<file path="config.mk">
export PLATFORM = sky130hd
export DESIGN_NAME = nokia5110_spi_tx
export DESIGN_NICKNAME = d
export VERILOG_FILES = /design/src/rtl/nokia5110_spi_tx.sv
export SDC_FILE = /design/constraint.sdc
export NUM_CORES = 1
export LEC_CHECK = 0
export CAP_MARGIN = 30
export CORE_MARGIN = 1.5
export CORE_UTILIZATION = 39
export CTS_CLUSTER_DIAMETER = 100
export CTS_CLUSTER_SIZE = 12
export DETAILED_ROUTE_END_ITERATION = 7
export HOLD_SLACK_MARGIN = 0.06
export PLACE_DENSITY = 0.74
export REMOVE_ABC_BUFFERS = 1
export SETUP_SLACK_MARGIN = 0.05
export SLEW_MARGIN = 10
export SYNTH_ARGS = -nofsm -noshare
export SYNTH_HDL_FRONTEND = slang
export SYNTH_SLANG_ARGS = --single-unit
</file>
<file path="constraint.sdc">
create_clock -name clk -period 1.63 [get_ports clk]
set_input_delay 0.489 -clock clk [delete_from_list [all_inputs] [get_ports clk]]
set_output_delay 0.489 -clock clk [all_outputs]
set_load 0.01 [all_outputs]
</file>
<file path="src/rtl/nokia5110_spi_tx.sv">
// -----------------------------------------------------------------------------
// nokia5110_spi_tx
//
// Byte-wide serial transmitter for the Nokia 5110 (PCD8544) LCD.  The
// sequencer hands over one byte plus a data/command flag through a
// valid/ready handshake.  The block then shifts the byte out MSB-first on a
// serial clock derived from the system clock, framed by an active-low chip
// enable.  After reset it first drives the LCD hardware-reset pulse.
//
// Serial clock period is 2*HALF system clocks.  Every bit spends HALF clocks
// with lcd_sclk low and then HALF clocks with lcd_sclk high.  lcd_sdin only
// moves at the start of a low phase, so the LCD always sees HALF clocks of
// setup and hold around its sampling edge.
//
// Frame timeline, counted from the accept edge:
//   0        : lcd_sce falls, bit 7 driven, tx_ready falls
//   16*HALF  : last high phase ends, lcd_sclk returns low (HOLD)
//   17*HALF  : lcd_sce rises, tx_ready rises
//
// Parameters:
//   HALF        system clocks per serial-clock half period (>= 1)
//   RST_CYCLES  system clocks lcd_rst is held low after reset release (>= 1)
//
// Ports:
//   clk       system clock, rising edge
//   rst_n     asynchronous active-low reset
//   tx_data   byte to send, sampled only on the accept edge
//   tx_dc     1 = display data, 0 = command, sampled with tx_data
//   tx_valid  requester has a byte
//   tx_ready  block accepts a byte this cycle
//   busy      block is anywhere but IDLE
//   lcd_rst   LCD reset pin, active low
//   lcd_sce   LCD chip enable, active low
//   lcd_dc    LCD data/command pin
//   lcd_sclk  LCD serial clock (LCD samples on its rising edge)
//   lcd_sdin  LCD serial data
// -----------------------------------------------------------------------------
module nokia5110_spi_tx #(
    parameter int HALF       = 16,
    parameter int RST_CYCLES = 1024
) (
    input  logic       clk,
    input  logic       rst_n,
    input  logic [7:0] tx_data,
    input  logic       tx_dc,
    input  logic       tx_valid,
    output logic       tx_ready,
    output logic       busy,
    output logic       lcd_rst,
    output logic       lcd_sce,
    output logic       lcd_dc,
    output logic       lcd_sclk,
    output logic       lcd_sdin
);

    // One counter serves the reset pulse and every clock phase, so it must
    // hold the larger of the two terminal counts without wrapping.
    localparam int MAX_COUNT = (HALF > RST_CYCLES) ? HALF : RST_CYCLES;
    localparam int CW        = $clog2(MAX_COUNT + 1);

    localparam logic [CW-1:0] HALF_LAST = CW'(HALF - 1);
    localparam logic [CW-1:0] RST_LAST  = CW'(RST_CYCLES);

    typedef enum logic [1:0] {
        S_INIT,
        S_IDLE,
        S_SHIFT,
        S_HOLD
    } state_e;

    state_e        state_q, state_d;
    logic [CW-1:0] cnt_q,   cnt_d;
    logic [2:0]    bit_q,   bit_d;
    logic [7:0]    sreg_q,  sreg_d;

    logic lcd_rst_q,  lcd_rst_d;
    logic lcd_sce_q,  lcd_sce_d;
    logic lcd_dc_q,   lcd_dc_d;
    logic lcd_sclk_q, lcd_sclk_d;
    logic lcd_sdin_q, lcd_sdin_d;
    logic ready_q,    ready_d;
    logic busy_q,     busy_d;

    logic accept;
    logic phase_done;
    logic init_done;

    // ready_q is registered, so a requester that holds tx_valid high is
    // accepted no earlier than one clock after lcd_sce rises.  That clock
    // is the mandatory chip-enable gap between back-to-back bytes.
    assign accept     = (state_q == S_IDLE) && tx_valid && ready_q;
    assign phase_done = (cnt_q == HALF_LAST);
    // The counter advances on the first edge after release, so lcd_rst is
    // released on the edge where RST_CYCLES full clocks have elapsed.
    assign init_done  = (cnt_q == RST_LAST);

    // -------------------------------------------------------------------------
    // State and output registers
    // -------------------------------------------------------------------------
    // NOTE: every flop here is assigned with <= so all of them update from
    // the same pre-edge values; blocking assignments would create ordering
    // dependencies between these registers.
    always_ff @(posedge clk or negedge rst_n) begin
        if (!rst_n) begin
            state_q    <= S_INIT;
            cnt_q      <= '0;
            bit_q      <= '0;
            sreg_q     <= '0;
            lcd_rst_q  <= 1'b0;
            lcd_sce_q  <= 1'b1;
            lcd_dc_q   <= 1'b0;
            lcd_sclk_q <= 1'b0;
            lcd_sdin_q <= 1'b0;
            ready_q    <= 1'b0;
            busy_q     <= 1'b1;
        end else begin
            state_q    <= state_d;
            cnt_q      <= cnt_d;
            bit_q      <= bit_d;
            sreg_q     <= sreg_d;
            lcd_rst_q  <= lcd_rst_d;
            lcd_sce_q  <= lcd_sce_d;
            lcd_dc_q   <= lcd_dc_d;
            lcd_sclk_q <= lcd_sclk_d;
            lcd_sdin_q <= lcd_sdin_d;
            ready_q    <= ready_d;
            busy_q     <= busy_d;
        end
    end

    // -------------------------------------------------------------------------
    // Next-state logic
    // -------------------------------------------------------------------------
    // NOTE: state_d is given a default before the case so that every path
    // assigns it; a missing assignment in combinational logic infers a latch.
    always_comb begin
        state_d = state_q;
        unique case (state_q)
            S_INIT:  if (init_done) state_d = S_IDLE;
            S_IDLE:  if (accept) state_d = S_SHIFT;
            // Leave SHIFT only at the end of the high phase of bit 0.
            S_SHIFT: if (phase_done && lcd_sclk_q && (bit_q == 3'd0)) state_d = S_HOLD;
            S_HOLD:  if (phase_done) state_d = S_IDLE;
            default: state_d = S_INIT;
        endcase
    end

    // -------------------------------------------------------------------------
    // Datapath and registered-output next values
    // -------------------------------------------------------------------------
    always_comb begin
        cnt_d      = cnt_q;
        bit_d      = bit_q;
        sreg_d     = sreg_q;
        lcd_rst_d  = lcd_rst_q;
        lcd_sce_d  = lcd_sce_q;
        lcd_dc_d   = lcd_dc_q;
        lcd_sclk_d = lcd_sclk_q;
        lcd_sdin_d = lcd_sdin_q;

        unique case (state_q)
            S_INIT: begin
                if (init_done) begin
                    cnt_d     = '0;
                    lcd_rst_d = 1'b1;
                end else begin
                    cnt_d = cnt_q + 1'b1;
                end
            end

            S_IDLE: begin
                cnt_d      = '0;
                lcd_sce_d  = 1'b1;
                lcd_sclk_d = 1'b0;
                if (accept) begin
                    sreg_d     = tx_data;
                    lcd_dc_d   = tx_dc;
                    lcd_sce_d  = 1'b0;
                    lcd_sdin_d = tx_data[7];
                    bit_d      = 3'd7;
                end
            end

            S_SHIFT: begin
                if (phase_done) begin
                    cnt_d = '0;
                    if (!lcd_sclk_q) begin
                        // Low phase over: raise the clock, data stays put.
                        lcd_sclk_d = 1'b1;
                    end else begin
                        // High phase over: new low phase, and the only
                        // point where the next bit may be presented.
                        lcd_sclk_d = 1'b0;
                        if (bit_q != 3'd0) begin
                            bit_d      = bit_q - 3'd1;
                            sreg_d     = {sreg_q[6:0], 1'b0};
                            lcd_sdin_d = sreg_q[6];
                        end
                    end
                end else begin
                    cnt_d = cnt_q + 1'b1;
                end
            end

            S_HOLD: begin
                lcd_sclk_d = 1'b0;
                if (phase_done) begin
                    cnt_d     = '0;
                    lcd_sce_d = 1'b1;
                end else begin
                    cnt_d = cnt_q + 1'b1;
                end
            end

            default: begin
                cnt_d = '0;
            end
        endcase
    end

    // Handshake flags follow the state being entered, so they are valid on
    // the same edge as the transition.
    always_comb begin
        ready_d = (state_d == S_IDLE);
        busy_d  = (state_d != S_IDLE);
    end

    assign tx_ready = ready_q;
    assign busy     = busy_q;
    assign lcd_rst  = lcd_rst_q;
    assign lcd_sce  = lcd_sce_q;
    assign lcd_dc   = lcd_dc_q;
    assign lcd_sclk = lcd_sclk_q;
    assign lcd_sdin = lcd_sdin_q;

    // Serial data must never move while the serial clock is high.
    a_sdin_stable_high : assert property (
        @(posedge clk) disable iff (!rst_n) lcd_sclk_q |-> $stable(lcd_sdin_q)
    );

endmodule

</file>
== After elaboration in Yosys (flattened, before gate mapping) ==
Index checks and enable logic that the tools add are counted.
Storage, ports and cells
  flip-flop bits (word level): 30
  word-level logic and storage cells: 71
Operators by class
  $add $sub $neg: 2
  equality and inequality tests: 12
  muxes and demuxes: 29
  reduce and logical (&&, ||, !) cells: 17
Operators with widths (count)
  $pmux 11 s3: 1
  $mux 7: 4
  $mux 11: 2
  $pmux 7 s2: 1
  $mux 3: 4
  $add 11x1->11 const B: 1
  $eq 11x11->1 const B: 1
  $eq 11x4->1 const B: 1
  $ne 2x2->1 const B: 5
  $mux 1: 8
  $mux 2: 4
  $pmux 2 s4: 1
  $reduce_and 2->1: 4
  $pmux 1 s2: 3
  $pmux 3 s2: 1
  $reduce_bool 2->1: 3
  $reduce_and 5->1: 1
  $eq 2x1->1 const B: 2
  $eq 2x2->1 const B: 2
  $logic_and 1x1->1: 4
  $reduce_or 2->1: 2
  $logic_not 3->1: 1
  $reduce_bool 3->1: 1
  $sub 3x1->3 const B: 1
  2 further kinds: 2

== Logic depth before layout (Yosys ltp) ==
  word-level depth: 6
  mapped depth: 7
  depth with buffers taken out: 6

== Worst setup path before layout ==
No wires, ideal clock.
  path kind: reg2reg
  start: register cnt_q[5]
  end: register bit_q[2]
  setup time: 70 ps
  data arrival time: 1559 ps
  required time: 1560 ps
  setup slack: 1 ps
  stages on the path, launching flop included: 5
  path buffers: 0
  period minus slack after synthesis: 1629 ps
  cell sequence: dfrtp_1 -> nor4_4 -> nand4_2 -> or4_1 -> nand3_1
Between the ends
  cells in the longest elaborated chain, start to end: 3
RTL lines
  start, declared: RTL line 72  | logic [CW-1:0] cnt_q, cnt_d;
  start signal, assigned: RTL line 118  | cnt_q <= cnt_d;
  $eq 11x4->1: RTL line 92  | assign phase_done = (cnt_q == HALF_LAST);
  $ne 2x2->1 (no source line)
  $reduce_and 5->1 (no source line)
  end signal, assigned: RTL line 119  | bit_q <= bit_d;
  end, declared: RTL line 73  | logic [2:0] bit_q, bit_d;
No other way between the ends.
A chain may end at the register's enable or synchronous reset.

== Worst setup path after layout ==
  start: register cnt_q[1]
  end: register bit_q[0]
The elaborated chain is that of the path after synthesis.

==> flow_metrics.tcl <==
set metrics [dict create \
    synth_warnings 0 \
    viasPerCell 5.28 \
    grt_first_pass_wirelength_um 5690 \
    final_nets 195 \
    skew_ns 0.00308 \
    tightest_slew_ns 0.345 \
    setup_viol 0 \
    die_h_um 64.0 \
    final_max_slew_viol_count 0 \
    power.switching_uw 856 \
    final_cell_mix "dfrtp_1, buf_4, nor2_1, clkdlybuf4s50_1" \
    netlist_instances 132 \
    cts_buffer_depth 2 \
    grt_overflow 0 \
    path_max_fanout 6 \
    grt_pass1_vias 1295 \
    routedWlPerCell_um 14.7 \
    fin_crit_ns 1.62 \
    htreeDepth 2 \
    cellLeakagePower_uw 0.000910 \
    p_comb_share_pct 35.5 \
    antenna_left 0 \
    clock_power_share_pct 24.3 \
    syn_to_final_growth_pct 42.1 \
    crit_chain "ha_2 > and4b_2 > nand4_4 > nand3b_4 > mux2_4" \
    ys_seq_elements 30 \
    seq_area_frac_synth_pct 51.9 \
    switching_share_pct 33.3 \
    rsz0062_at_grt "yes" \
    initialDrtViolationCount 47 \
    via_count 1193 \
    grt_max_degree 14 \
    slew_headroom_pct 76.9 \
    hold_path_class "primary input to asynchronous set/reset pin" \
    setup_tns_ns 0 \
    synth-async-reset-ratio_pct 100 \
    dr.pass1.iters 4 \
    fp.coreArea_um2 3440 \
    required_ns 1.80 \
    diodes 0 \
    antenna_found_initial 0 \
    crit_family "simple AND/OR/NAND/NOR gates" \
    p_per_area_nw_per_um2 1240 \
    io_buffers 18 \
    ios 19 \
    max_stage_delay_ns 0.38 \
    critPathLaunchType "flop" \
    cts_root_buf "clkbuf_8" \
    fmax_mhz 618 \
    stdcell_area_um2 2060 \
    ys_types 36 \
    clock_sinks 30 \
    path_clk_slew_ns 0.06 \
    dieArea_um2 4100 \
    final_common_cell "dfrtp_1" \
    clock_latency_ns 0.29 \
    ys.flop_type "dfrtp_1" \
    p_seq_share_pct 40.2 \
    arrival_ns 1.79 \
    place_congestion 0.799 \
    rrSetupSlack_ns 0.01 \
    finalHoldViolations 0 \
    die_w_um 64.0 \
    cts_inserted_buffers 5 \
    fill_cells 296 \
    post_dp_cell_area_um2 1860 \
    rr_startpoint "cnt_q[1]" \
    syn-cell-area_um2 1450 \
    gr-usage-all-layers_pct 18.4 \
    worst-setup-path-type "flop to flop" \
    avgSynthCellArea_um2 11.0 \
    synth_edf_count 0 \
    max_cap_viol_count 0 \
    hpwl_um 2200 \
    startpoint "cnt_q[1]" \
    reg2reg_depth 5 \
    cpMaxStageDelayCell "dfrtp_1" \
    status "complete, no violations" \
    holdBufCountCts 0 \
    drt_drc_violations_left 0 \
    start_util_pct 42.2 \
    layout-drive-gt1-share_pct 28.9 \
    cp_num_buf_inv 0 \
    cp-end-kind "flop" \
    routed_wl_um 3330 \
    cts_tree "built" \
    timing.rr.end "bit_q[0]" \
    hold_slack_ns 0.471 \
    vdd_drop_max_mv 0.664 \
    post-route-period-util_pct 99.2 \
    num_rows 21 \
    p_int_uw 1710 \
]
[cell type report]
type                    instances  area [um^2]  area share (%)
multi-input cells              91          761            36.8
well taps                      46         57.6            2.79
repair buffers                 42          369            17.9
inverters                       9         33.8            1.64
clock buffers                   8         90.1            4.36
flip-flops and latches         30          753            36.5
[how the worst max path moves through the flow]
stage / endpoint / slack [ns] / cells past startpoint
4_1_cts: bit_q[0] / 0.04 / 4
6_report: bit_q[0] / 0.01 / 5
5_1_grt: lcd_sclk / -0.07 / 6
3_3_place_gp: sreg_q[1] / -0.22 / 6
2_1_floorplan: bit_q[2] / 0.001 / 4
3_5_place_dp: sreg_q[2] / -0.24 / 6
[sequential cells by signal, indices dropped and copies added, names as in the netlist]
| signal | flops |
|---|---|
| bit_q | 3 |
| busy | 1 |
| cnt_q | 11 |
| lcd_dc | 1 |
| lcd_rst | 1 |
| lcd_sce | 1 |
| lcd_sclk | 1 |
| lcd_sdin | 1 |
| sreg_q | 7 |
| state_q | 2 |
| tx_ready | 1 |
[cells by family (layout without fill, tap and decap cells)]
logic type	Yosys count	in the layout	synth area share (%)
buffers and inverters	12	59	3.19
AND/OR/NAND/NOR	56	57	23.6
adder cells (fa/ha/maj)	4	4	3.45
XOR/XNOR	10	10	6.03
flip-flops	30	30	51.9
multiplexers	1	1	0.775
AO/OA/AOI/OAI	19	19	11.1
[worst register-to-register path, stage by stage, from the launching register on]
cell and delay (ns):
dfrtp_1 0.38, ha_2 0.20, and4b_2 0.27, nand4_4 0.16
nand3b_4 0.24, mux2_4 0.27
[synthesized netlist by cell type (all sizes together), types with 2 or more instances]
cell	n	area (um^2)
a21oi	2	13.8
and4b	3	30.0
clkbuf	2	7.51
dfrtp	28	701
dfstp	2	52.6
ha	4	50.1
inv	9	33.8
nand2	9	33.8
nand2b	8	50.1
nand3	5	25.0
nand4	7	50.1
nor2	13	48.8
nor2b	2	12.5
nor3	2	10.0
o21ai	3	15.0
o221a	7	78.8
xnor2	5	43.8
xor2	5	43.8
[routing by layer]
| layer | track usage (%) | routed length (um) |
|---|---|---|
| met5 | 0 | 0 |
| met4 | 10.6 | 60 |
| met3 | 5.63 | 151 |
| met2 | 31.3 | 1760 |
| met1 | 20.2 | 1360 |
[power by group through the flow]
stage	clock (uW)	combinational [uW]	sequential (uW)
2_1_floorplan	0	364	1060
3_3_place_gp	0	788	1020
3_5_place_dp	0	816	1030
4_1_cts	637	844	1020
5_1_grt	659	987	1050
6_report	624	911	1030
[per-stage QoR]
step,power (uW),utilization (%),instances,setup WS (ns)
global placement,1800,53.9,215,-0.221
CTS,2500,58.2,226,0.0358
finish,2570,60.0,226,0.0126
detailed placement,1840,53.9,215,-0.241
floorplan,1420,-,129,0.00145
global route,2700,60.0,226,-0.0738
[what timing repair did]
action / in CTS / in global routing
buffers inserted: 2 / 0
hold endpoints to repair: 0 / 0
gates cloned: 1 / 0
setup endpoints to repair: 31 / 29
pin swaps: 4 / 11
resized for setup: 14 / 10
Power figures use the tool's default switching activity.
